==> src/rtl/s2_serial_receiver_pkg.sv <==
// Shared constants, state encoding and helpers for the S2 serial receiver.
package s2_pkg;

    localparam int NBYTES  = 18;
    localparam int PAW     = 3;
    localparam int DW      = 8;
    localparam int RBAW    = 5;
    localparam int PKG_LEN = PAW + NBYTES;
    localparam int CNTW    = 5;

    localparam logic RB_RD = 1'b1;
    localparam logic RB_WR = 1'b0;

    typedef enum logic [2:0] {
        IDLE   = 3'd0,
        SHIFT  = 3'd1,
        COMMIT = 3'd2,
        WRITE  = 3'd3,
        DONE   = 3'd4
    } state_t;

    // Package a carries bit DW-1-a of every byte; with DW == 2**PAW that is ~a.
    function automatic logic [PAW-1:0] col_index(input logic [PAW-1:0] a);
        return ~a;
    endfunction

endpackage

==> src/rtl/s2_serial_receiver_if.sv <==
// Bundle of the sen/sd link wires and the RB2 write port.
interface s2_serial_receiver_if;
    import s2_pkg::*;

    logic            sen;
    logic            sd;
    logic            RB2_RW;
    logic [RBAW-1:0] RB2_A;
    logic [DW-1:0]   RB2_D;
    logic            S2_done;

    // Receiver side.
    modport slave (
        input  sen,
        input  sd,
        output RB2_RW,
        output RB2_A,
        output RB2_D,
        output S2_done
    );

    // Link driver / RB2 observer side.
    modport master (
        output sen,
        output sd,
        input  RB2_RW,
        input  RB2_A,
        input  RB2_D,
        input  S2_done
    );

endinterface

==> src/rtl/s2_serial_receiver_deframer.sv <==
// Deframes one 21-bit package from sen/sd and presents it for one cycle.
//
//  state  | meaning
//  IDLE   | waiting for sen low; a low sample is bit 0 of a new package
//  SHIFT  | collecting bits while sen low; bitcnt saturates at PKG_LEN
//  COMMIT | package complete, o_pkg_valid high for this cycle
module s2_deframer
    import s2_pkg::*;
(
    input  logic              clk,
    input  logic              rst,
    input  logic              i_sen,
    input  logic              i_sd,
    output logic              o_pkg_valid,
    output logic [PAW-1:0]    o_pkg_addr,
    output logic [NBYTES-1:0] o_pkg_data
);

    state_t              r_state;
    state_t              w_state_next;
    logic [CNTW-1:0]     r_bitcnt;
    logic [PKG_LEN-1:0]  r_shift;
    logic                r_overrun;
    logic                w_full;

    assign w_full = (r_bitcnt == CNTW'(PKG_LEN));

    // State register.
    always_ff @(posedge clk or posedge rst) begin
        if (rst) r_state <= IDLE;
        else     r_state <= w_state_next;
    end

    // Next state; COMMIT also accepts a new start bit so one idle cycle is enough.
    always_comb begin
        w_state_next = r_state;
        case (r_state)
            IDLE, COMMIT: w_state_next = i_sen ? IDLE : SHIFT;
            SHIFT: begin
                if (i_sen) w_state_next = (w_full && !r_overrun) ? COMMIT : IDLE;
            end
            default: w_state_next = IDLE;
        endcase
    end

    // Shift register, bit counter and overrun flag for a 22nd bit.
    always_ff @(posedge clk or posedge rst) begin
        if (rst) begin
            r_shift   <= '0;
            r_bitcnt  <= '0;
            r_overrun <= 1'b0;
        end else begin
            case (r_state)
                IDLE, COMMIT: begin
                    if (!i_sen) begin
                        r_shift   <= {r_shift[PKG_LEN-2:0], i_sd};
                        r_bitcnt  <= CNTW'(1);
                        r_overrun <= 1'b0;
                    end
                end
                SHIFT: begin
                    if (!i_sen) begin
                        if (w_full) begin
                            r_overrun <= 1'b1;
                        end else begin
                            r_shift  <= {r_shift[PKG_LEN-2:0], i_sd};
                            r_bitcnt <= r_bitcnt + CNTW'(1);
                        end
                    end
                end
                default: ;
            endcase
        end
    end

    // After 21 shifts the address sits on top and r_shift[j] belongs to byte j.
    assign o_pkg_valid = (r_state == COMMIT);
    assign o_pkg_addr  = r_shift[PKG_LEN-1 -: PAW];
    assign o_pkg_data  = r_shift[NBYTES-1:0];

endmodule

==> src/rtl/s2_serial_receiver.sv <==
// S2 receiver top: assembles byte columns from packages, then bursts 18 bytes into RB2.
//
//  state | meaning
//  IDLE  | collecting packages into the byte buffer and rcv_mask
//  WRITE | one RB2 write per cycle, addresses 0..NBYTES-1
//  DONE  | burst finished, S2_done held until reset
module s2_serial_receiver
    import s2_pkg::*;
(
    input  logic clk,
    input  logic rst,
    s2_serial_receiver_if.slave bus
);

    localparam logic [DW-1:0] MASK_ALL = {DW{1'b1}};

    logic              w_pkg_valid;
    logic [PAW-1:0]    w_pkg_addr;
    logic [NBYTES-1:0] w_pkg_data;

    state_t            r_state;
    state_t            w_state_next;
    logic [DW-1:0]     r_buf [NBYTES];
    logic [DW-1:0]     w_col_buf [NBYTES];
    logic [DW-1:0]     r_mask;
    logic [DW-1:0]     w_mask_next;
    logic              r_rb2_rw;
    logic [RBAW-1:0]   r_rb2_a;
    logic [RBAW-1:0]   w_a_inc;
    logic [DW-1:0]     r_rb2_d;
    logic              r_done;

    s2_deframer u_deframer (
        .clk         (clk),
        .rst         (rst),
        .i_sen       (bus.sen),
        .i_sd        (bus.sd),
        .o_pkg_valid (w_pkg_valid),
        .o_pkg_addr  (w_pkg_addr),
        .o_pkg_data  (w_pkg_data)
    );

    assign w_mask_next = r_mask | (DW'(1) << w_pkg_addr);
    assign w_a_inc     = r_rb2_a + RBAW'(1);

    // Buffer image with the incoming package column merged in.
    always_comb begin
        for (int j = 0; j < NBYTES; j++) begin
            w_col_buf[j] = r_buf[j];
            w_col_buf[j][col_index(w_pkg_addr)] = w_pkg_data[j];
        end
    end

    // State register.
    always_ff @(posedge clk or posedge rst) begin
        if (rst) r_state <= IDLE;
        else     r_state <= w_state_next;
    end

    // Next state: start the burst on the package that completes the mask.
    always_comb begin
        w_state_next = r_state;
        case (r_state)
            IDLE:    if (w_pkg_valid && (w_mask_next == MASK_ALL)) w_state_next = WRITE;
            WRITE:   if (r_rb2_a == RBAW'(NBYTES - 1)) w_state_next = DONE;
            DONE:    w_state_next = DONE;
            default: w_state_next = IDLE;
        endcase
    end

    // Byte buffer and receive mask; packages are ignored once the burst starts.
    always_ff @(posedge clk or posedge rst) begin
        if (rst) begin
            for (int j = 0; j < NBYTES; j++) r_buf[j] <= '0;
            r_mask <= '0;
        end else if ((r_state == IDLE) && w_pkg_valid) begin
            r_buf  <= w_col_buf;
            r_mask <= w_mask_next;
        end
    end

    // RB2 port registers; byte 0 comes from the merged image so the burst starts in the commit cycle.
    always_ff @(posedge clk or posedge rst) begin
        if (rst) begin
            r_rb2_rw <= RB_RD;
            r_rb2_a  <= '0;
            r_rb2_d  <= '0;
            r_done   <= 1'b0;
        end else begin
            case (r_state)
                IDLE: begin
                    if (w_state_next == WRITE) begin
                        r_rb2_rw <= RB_WR;
                        r_rb2_a  <= '0;
                        r_rb2_d  <= w_col_buf[0];
                    end
                end
                WRITE: begin
                    if (w_state_next == DONE) begin
                        r_rb2_rw <= RB_RD;
                        r_done   <= 1'b1;
                    end else begin
                        r_rb2_a <= w_a_inc;
                        r_rb2_d <= r_buf[w_a_inc];
                    end
                end
                default: ;
            endcase
        end
    end

    assign bus.RB2_RW  = r_rb2_rw;
    assign bus.RB2_A   = r_rb2_a;
    assign bus.RB2_D   = r_rb2_d;
    assign bus.S2_done = r_done;

endmodule

==> src/flat_wrapper.sv <==
// flat-port wrapper written by rule: the top's interface ports become plain ports
module s2_serial_receiver_flat import s2_pkg::*;
  (clk, rst, bus_sen, bus_sd, bus_RB2_RW, bus_RB2_A, bus_RB2_D, bus_S2_done);
  s2_serial_receiver_if bus_i ();
  input  logic clk;
  input  logic rst;
  input wire logic [$bits(bus_i.sen)-1:0] bus_sen;
  input wire logic [$bits(bus_i.sd)-1:0] bus_sd;
  output wire logic [$bits(bus_i.RB2_RW)-1:0] bus_RB2_RW;
  output wire logic [$bits(bus_i.RB2_A)-1:0] bus_RB2_A;
  output wire logic [$bits(bus_i.RB2_D)-1:0] bus_RB2_D;
  output wire logic [$bits(bus_i.S2_done)-1:0] bus_S2_done;
  assign bus_i.sen = bus_sen;
  assign bus_i.sd = bus_sd;
  assign bus_RB2_RW = bus_i.RB2_RW;
  assign bus_RB2_A = bus_i.RB2_A;
  assign bus_RB2_D = bus_i.RB2_D;
  assign bus_S2_done = bus_i.S2_done;
  s2_serial_receiver u_core (.clk(clk), .rst(rst), .bus(bus_i));
endmodule
==> config.mk <==
export PLATFORM = sky130hd
export DESIGN_NAME = s2_serial_receiver_flat
export DESIGN_NICKNAME = d
export VERILOG_FILES = /design/src/rtl/s2_serial_receiver_pkg.sv /design/src/rtl/s2_serial_receiver_if.sv /design/src/rtl/s2_serial_receiver_deframer.sv /design/src/rtl/s2_serial_receiver.sv /design/src/flat_wrapper.sv
export SDC_FILE = /design/constraint.sdc
export NUM_CORES = 1
export LEC_CHECK = 0
export ABC_AREA = 0
export BUFFER_PORTS_ARGS = -buffer_cell sky130_fd_sc_hd__buf_4
export CAP_MARGIN = 0
export CORE_AREA = 2 2 164 134
export DETAILED_ROUTE_END_ITERATION = 8
export DIE_AREA = 0 0 166 136
export PLACE_DENSITY = 0.66
export SYNTH_ARGS = -nofsm -noshare
export SYNTH_HDL_FRONTEND = slang
export SYNTH_SLANG_ARGS = --single-unit
==> constraint.sdc <==
create_clock -name clk -period 16.8 [get_ports clk]
set_input_delay 3.36 -clock clk [delete_from_list [all_inputs] [get_ports clk]]
set_output_delay 3.36 -clock clk [all_outputs]
set_load 0.01 [all_outputs]
======== After elaboration in Yosys (flattened, before gate mapping) ========
Index checks and enable logic that the tools add are counted.
storage, ports and cells
  register bits ........................... 200
  bits of input ports ..................... 4
  word-level logic and storage cells ...... 120
operators by class
  add/subtract/negate cells ............... 2
  shift operators ......................... 1
  multiplexer cells ....................... 51
  equal/unequal tests ..................... 17
  $lt $le $gt $ge ......................... 3
  bitwise logic cells ..................... 3
  reduce and logical (&&, ||, !) cells .... 15
operators with widths
  operator                                                                count
  8-bit bitwise mux                                                       18
  21-bit 2-to-1 mux                                                       3
  21-bit one-hot mux with 2 select lines                                  1
  8-bit binary-select mux with 5-bit select                               1
  8-bit 2-to-1 mux                                                        4
  5-bit 2-to-1 mux                                                        5
  5-bit one-hot mux with 2 select lines                                   2
  8-bit one-hot mux with 2 select lines                                   1
  2-bit != test (second input constant)                                   7
  5-bit by 1-bit adder with 5-bit output (second input constant)          2
  5-bit equality test (second input constant)                             2
  3-bit by 2-bit equality test with 1-bit output (second input constant)  3
  3-bit 2-to-1 mux                                                        3
  3-bit one-hot mux with 3 select lines                                   1
  8-bit equality test (second input constant)                             1
  8-bit OR                                                                1
  4-bit AND reduction                                                     2
  1-bit by 3-bit left shift with 8-bit output (first input constant)      1
  1-bit 2-to-1 mux                                                        7
  3-bit equality test (second input constant)                             2
  6-bit >= comparator (second input constant)                             1
  3-bit zero test                                                         2
  5-bit inverter with 6-bit output                                        1
  3-bit one-hot mux with 2 select lines                                   1
  14 further kinds                                                        20

======== Longest topological paths before layout ========
Gate-level depths: netlist of run 1.
  depth in word-level cells ............... 9
  gate-level depth with buffers ........... 9
  mapped depth without buffers ............ 7

======== Cells and area by module ========
Synthesis of run 1 repeated with hierarchy kept, for this count alone.
second synthesis, totals
  cell total of the unflattened synthesis .. 704
  area, all modules ....................... 9268.9 um^2
by module, submodules not included
  module              area an instance (um^2)  sequential area each (um^2)  cells an instance  instances
  s2_serial_receiver  8006.4                   4255.3                       610                1
  s2_deframer         1262.5                   725.7                        94                 1

======== Least setup slack after synthesis of run 1 ========
No wires, ideal clock.
  path kind ............................... in2reg
  start point ............................. input port bus_sen
  end point ............................... register u_core.u_deframer.r_shift[10]
  stages .................................. 4
  slack ................................... 12267 ps
  arrival time ............................ 4408 ps
  setup time .............................. 125 ps
  cells stage by stage .................... nor2_1 -> nor2_1 -> clkbuf_1 -> mux2_2
between the ends
  word-level cells in the longest chain between the ends .. 2
RTL lines
  item                             RTL line                           source
  start, declared                  flat_wrapper.sv:7                  input wire logic [$bits(bus_i.sen)-1:0] bus_sen;
  2-bit != test (no line)          --
  4-bit AND reduction (no line) *  --
  end signal, assigned             s2_serial_receiver_deframer.sv:56  r_shift <= {r_shift[PKG_LEN-2:0], i_sd};
  end signal, assigned             s2_serial_receiver_deframer.sv:66  r_shift <= {r_shift[PKG_LEN-2:0], i_sd};
  end, declared                    s2_serial_receiver_deframer.sv:22  logic [PKG_LEN-1:0] r_shift;
Every way passes the cells marked *; elsewhere a longest branch is shown, timed or not.
A chain may end at the register's enable or synchronous reset.

==> flow_summary.ini, run 1 <==
[run_status]
status = finished, final reports clean

[yosys]
synth.avg_cell_area_um2 = 12.78
synth_cells = 729
netlist.area_leader.share = 0.5317
synth-async-reset-ratio = 1.000
yosys-top-cells-area = dfrtp_1 (53%), mux2_2 (21%), mux2i_1 (7.4%)
syn_nets = 737
netlist.top_cell.by_area = dfrtp_1
yosysWarningCount = 0
seq_area_frac_synth = 0.5345
synth-edff-count = 0
synth_ff_type = dfrtp_1
ys_types = 52
syn_area_um2 = 9319
synth_seq_cells = 199

[critical_path]
crit_path_end_kind = async pin
r2r_start = u_core.bus.RB2_A[0]
critPathMaxStageDelay_ns = 0.77
cp.required_ns = 17.27
cp-start-kind = input port
critPathBufInv = 3
crit_path_frequent_cell = buf_4
worstReg2RegEnd = u_core.bus.RB2_D[7]
critical_path.top_delay_family = buffers and inverters
arrival_ns = 5.03
crit_path_cell_trace = buf_4, inv_8, buf_4
reg2reg_depth = 7
crit_path_top_delay_cell = buf_4
timing_worst_setup_path_type = input port to async pin
path_max_fanout = 138
cp.depth = 3
rrSetupSlack_ns = 13.62

[clocking]
cts_tree = done
clock_latency_ns = 0.44
post_cts_buffers = 0
clock-sinks = 199
cts_hold_buffers = 0
htreeDepth = 4
clock-root-buffer = clkbuf_16
cts_made_buffers = 17
clockBufferDepth = 2
ctsResizeCount = 0
clk_pin_slew_worst_paths_ns = 0.07

[grt]
grt_max_degree = 139
grt_pass1_wl_mm = 33.40
grt_usage = 0.1922
grt_pass1_vias = 5843
grt_overflow = 0
grt_antenna_before_repair = 0

[sta]
timing.fmax_ghz = 0.2193
hold_violations = 0
finalSetupTns_ns = 0
grt_setup_unrepaired = false
min_period_ns = 4.560
clock_skew_ns = 0.01249
worstMarginPinSlew_ns = 1.137
max_slew_margin = 0.2399
timing.final.crit_share = 0.2714
setup_violations = 0
final_max_slew_viol_count = 0

[routing]
met1Wirelength_mm = 9.927
highest_layer = met4
drtAntennaViolNets = 0
dr.pass1.iters = 5
vias = 5851
routed_wl_mm = 20.69
drc_errors = 0
viasPerCell = 5.828
met2_wirelength_mm = 9.349
drt_iter0_markers = 452
wl_per_cell_um = 20.61
dr_wl_met3_mm = 1.134

[min_path]
holdPathStages = 1
worstHoldStart = u_core.u_deframer.r_overrun
min_path_type = flop to flop
hold_path_end = u_core.u_deframer.r_state[1]

[power_and_ir_drop]
p_leak_nw = 5.385
p_per_area_nw_per_um2 = 101.7
peakVddDrop_v = 0.00007591
p_total_mw = 1.037

[die]
ios = 19
core_um2 = 21080
die-area_um2 = 22580
placementRows = 48
die_y_um = 136
start_util = 0.4421
die_w_um = 166

[flow_run]
cap_violations = 0

[placement]
port_buffers = 18
gp_congestion = 0.7637
dp_hpwl_mm = 13.59

[cells_and_area]
n_antenna_cell = 0
nFillCells = 1820
drive_above_1_share = 0.3361
final_nets = 725
area_delta_synth_final_pct = 9.465
==> per-stage QoR <==
stage               cells  instance area [um2]  hold WS [ns]  utilization  worst slack [ns]
CTS                  1004                10200        0.4631       0.4839             12.23
finish               1004                10200        0.4657       0.4839             12.24
global route         1004                10200        0.4643       0.4839             11.95
detailed placement    973                 9639        0.4512       0.4573             11.76
floorplan             729                 9319        0.4092            -             8.016
global placement      973                 9639        0.4213       0.4573             11.83
==> layout by cell type, fill, tap and decap left out, types with 3 or more instances in the layout <==
cell       netlist  final
inv_8            0      3
nand4_1          9      9
inv_1            9      8
ha_1             4      3
dfrtp_1        198    198
nor3_1           4      4
nand3_1         42     42
mux2_2         174    174
a22oi_1         17     17
buf_4            2     26
inv_6            0      7
a22o_1           6      6
xor2_1           5      5
xnor2_1          3      3
nand2b_1        10     10
clkbuf_16        0     17
a21oi_1         17     17
mux2i_1         69     69
o21ai_0          7      7
o41ai_2          7      7
o211ai_1         8      8
nand2_1         23     23
nor2_1          24     23
==> routing by layer <==
metal,vias to the layer above,global-route usage
met3,20,0.04600
met1,3048,0.2789
met5,-,0
li1,2627,-
met2,156,0.2886
met4,0,0.05459
==> worst max path at each step <==
stage | from | end
final | rst | u_core.bus.RB2_D[7]
after global routing | rst | u_core.bus.RB2_D[4]
after CTS | rst | u_core.bus.RB2_D[7]
after detailed placement | rst | u_core.bus.RB2_D[4]
after global placement | rst | u_core.bus.RB2_D[0]
after floorplan | rst | u_core.bus.RB2_A[0]
==> Yosys cell counts, types with 8 or more instances <==
cell type  count
nand3_1       42
o211ai_1       8
nor2_1        24
clkbuf_1      27
mux2i_1       69
mux2_2       174
dfrtp_1      198
buf_1         22
a22oi_1       17
nand2b_1      10
nand4_1        9
nand2_1       23
a21oi_1       17
inv_1          9
==> cell families (layout without fill, tap and decap cells) <==
| kind of cell | count (synthesis) | in the layout | share of synthesized area |
|---|---|---|---|
| compound gates | 78 | 78 | 0.06485 |
| xor+xnor | 8 | 8 | 0.007519 |
| fa+ha+maj | 4 | 4 | 0.005371 |
| buf+inv | 66 | 66 | 0.02954 |
| flops | 199 | 199 | 0.5345 |
| mux | 243 | 243 | 0.2844 |
| simple gates | 131 | 131 | 0.07385 |
==> worst reg2reg max path: cells and delay by family (launching register included) <==
family	cells	cell delay, ns
buf+inv	2	0.88
compound gates	3	0.73
simple gates	1	0.32
fa+ha+maj	1	0.73
flops	1	0.40
==> state kept, by name, summed over array words and instances (netlist names) <==
register	cells
u_core.bus.RB2_RW	1
u_core.u_deframer.r_overrun	1
u_core.bus.RB2_A	5
u_core.u_deframer.r_bitcnt	5
u_core.r_state	3
u_core.u_deframer.r_shift	21
u_core.r_mask	8
u_core.u_deframer.r_state	2
u_core.bus.RB2_D	8
u_core.r_buf	144
u_core.bus.S2_done	1
==> final cells by class <==
type	instances	area, um2	share of cell area
Tap cell	275	344.1	0.03373
Multi-Input combinational cell	464	4078	0.3997
Inverter	9	41.29	0.004048
Timing Repair Buffer	26	195.2	0.01913
Sequential cell	199	4981	0.4883
Clock inverter	13	132.6	0.01300
Clock buffer	18	429.2	0.04207
==> power breakdown <==
| part | leakage, nW | total, mW | switching, mW | internal (mW) |
|---|---|---|---|---|
| logic | 2.38 | 0.0685 | 0.0345 | 0.0340 |
| registers | 2.73 | 0.572 | 0.0711 | 0.501 |
| clock network | 0.281 | 0.396 | 0.188 | 0.209 |
No activity file was read; power rests on OpenSTA's default activity.
==> run 2: changes to the inputs <==
==> constraint.sdc (replaced) <==
create_clock -name clk -period 4.8 [get_ports clk]
set_input_delay 0.96 -clock clk [delete_from_list [all_inputs] [get_ports clk]]
set_output_delay 0.96 -clock clk [all_outputs]
set_load 0.01 [all_outputs]
==> flow_summary.ini, run 2 (synthesized netlist as in run 1, its figures left out) <==
[run_status]
status = finished, final reports clean

[cells_and_area]
final_nets = 725
area_delta_synth_final_pct = 9.747
n_antenna_cell = 0
final_cell_mix = dfrtp_1 (198), mux2_2 (174), mux2i_1 (69)
drive_above_1_share = 0.3370
largest_reg_flops = 144
final_common_cell = dfrtp_1
largestRegisters = u_core.r_buf: 144 flops, u_core.u_deframer.r_shift: 21 flops
top_register = u_core.r_buf
post-route-util = 0.4852

[sta]
final_max_slew_viol_count = 0
finalSetupTns_ns = 0
clock_skew_ns = 0.01436
max_slew_margin = 0.2136
timing.fmax_ghz = 0.3481
min_period_ns = 2.873
grt_setup_unrepaired = false
hold_violations = 0
timing.final.crit_share = 0.5985
worstMarginPinSlew_ns = 1.176
setup_violations = 0

[clocking]
clock_latency_ns = 0.44
cts_hold_buffers = 0
clockBufferDepth = 2
clock-root-buffer = clkbuf_16
post_cts_buffers = 0
htreeDepth = 4
cts_tree = done
cts_made_buffers = 17
clock-sinks = 199
ctsResizeCount = 0
clk_pin_slew_worst_paths_ns = 0.07

[critical_path]
path_max_fanout = 54
timing_worst_setup_path_type = flop to flop
arrival_ns = 3.21
cp.required_ns = 5.14
crit_path_end_kind = flop
cp-start-kind = flop

[routing]
drt_iter0_markers = 442
viasPerCell = 5.801
wl_per_cell_um = 21.23
dr.pass1.iters = 4
drtAntennaViolNets = 0
highest_layer = met4
vias = 5830
dr_wl_met3_um = 894
met1Wirelength_mm = 10.16
drc_errors = 0
met2_wirelength_mm = 9.891
routed_wl_mm = 21.34

[die]
ios = 19
die_y_um = 136
die-area_um2 = 22580
start_util = 0.4421
placementRows = 48
die_w_um = 166
core_um2 = 21080

[placement]
port_buffers = 18
dp_hpwl_mm = 14.28
gp_congestion = 0.8486

[grt]
grt_pass1_wl_mm = 34.31
grt_max_degree = 122
grt_usage = 0.1975
grt_overflow = 0
grt_antenna_before_repair = 0
grt_pass1_vias = 5956

[power_and_ir_drop]
p_leak_nw = 5.386
peakVddDrop_v = 0.0002539
p_per_area_nw_per_um2 = 355.7

[min_path]
min_path_type = flop to flop

[flow_run]
cap_violations = 0
-- run 2: cell types whose count changed in the layout (fill, tap and decap cells not counted), sizes merged --
| cell | delta |
|---|---|
| bufinv | -1 |
| clkinv | +2 |
| clkinvlp | +2 |
| inv | -2 |
-- run 2: final cells by class --
class / count / area (um2)
clock buffers: 18 / 429.2
clock inverters: 14 / 150.1
fillers: 1838 / 10850
inverters: 9 / 37.54
multi-input cells: 464 / 4078
flip-flops and latches: 199 / 4981
well taps: 275 / 344.1
repair buffers: 26 / 207.7
-- run 2: path summary, 6_finish.rpt --
| check | slack, ns | to | start | depth (start not counted) |
|---|---|---|---|---|
| max | 1.93 | u_core.bus.RB2_D[1] | u_core.bus.RB2_A[0] | 6 |
| max reg2reg | 1.93 | u_core.bus.RB2_D[1] | u_core.bus.RB2_A[0] | 6 |
| min reg2reg | 0.43 | u_core.u_deframer.r_state[1] | u_core.u_deframer.r_overrun | 1 |
| min | 0.43 | u_core.u_deframer.r_state[1] | u_core.u_deframer.r_overrun | 1 |
| min in group asynchronous | 0.68 | u_core.r_buf[37] | rst | 2 |
| max in group asynchronous | 3.01 | u_core.r_buf[137] | rst | 3 |
-- run 2: routing by layer --
metal / vias up / GRT usage
li1: 2632 / -
met1: 3060 / 0.2812
met2: 117 / 0.3001
met3: 21 / 0.04309
met4: 0 / 0.06957
met5: - / 0
-- run 2: power breakdown --
group | leakage, nW | switching (mW) | internal [mW]
clock network | 0.282 | 0.693 | 0.697
registers | 2.73 | 0.256 | 1.75
logic | 2.38 | 0.118 | 0.120
-- run 2: worst max-delay path, cell delays in order (launching register included) --
cell     delay, ns
dfrtp_1       0.36
buf_4         0.25
ha_4          0.94
nor4b_1       0.39
a41o_1        0.33
a21oi_1       0.17
o41ai_2       0.30
-- run 2: through the flow --
step | setup slack (ns) | std cells | total power, mW | hold slack [ns] | instance area, um2
global placement | 2.051 | 973 | 2.260 | 0.4198 | 9648
global route | 1.778 | 1005 | 3.799 | 0.4425 | 10230
CTS | 1.957 | 1005 | 3.673 | 0.4352 | 10230
floorplan | 1.266 | 729 | 2.175 | 0.4092 | 9323
finish | 1.927 | 1005 | 3.638 | 0.4323 | 10230
detailed placement | 1.988 | 973 | 2.282 | 0.4253 | 9648
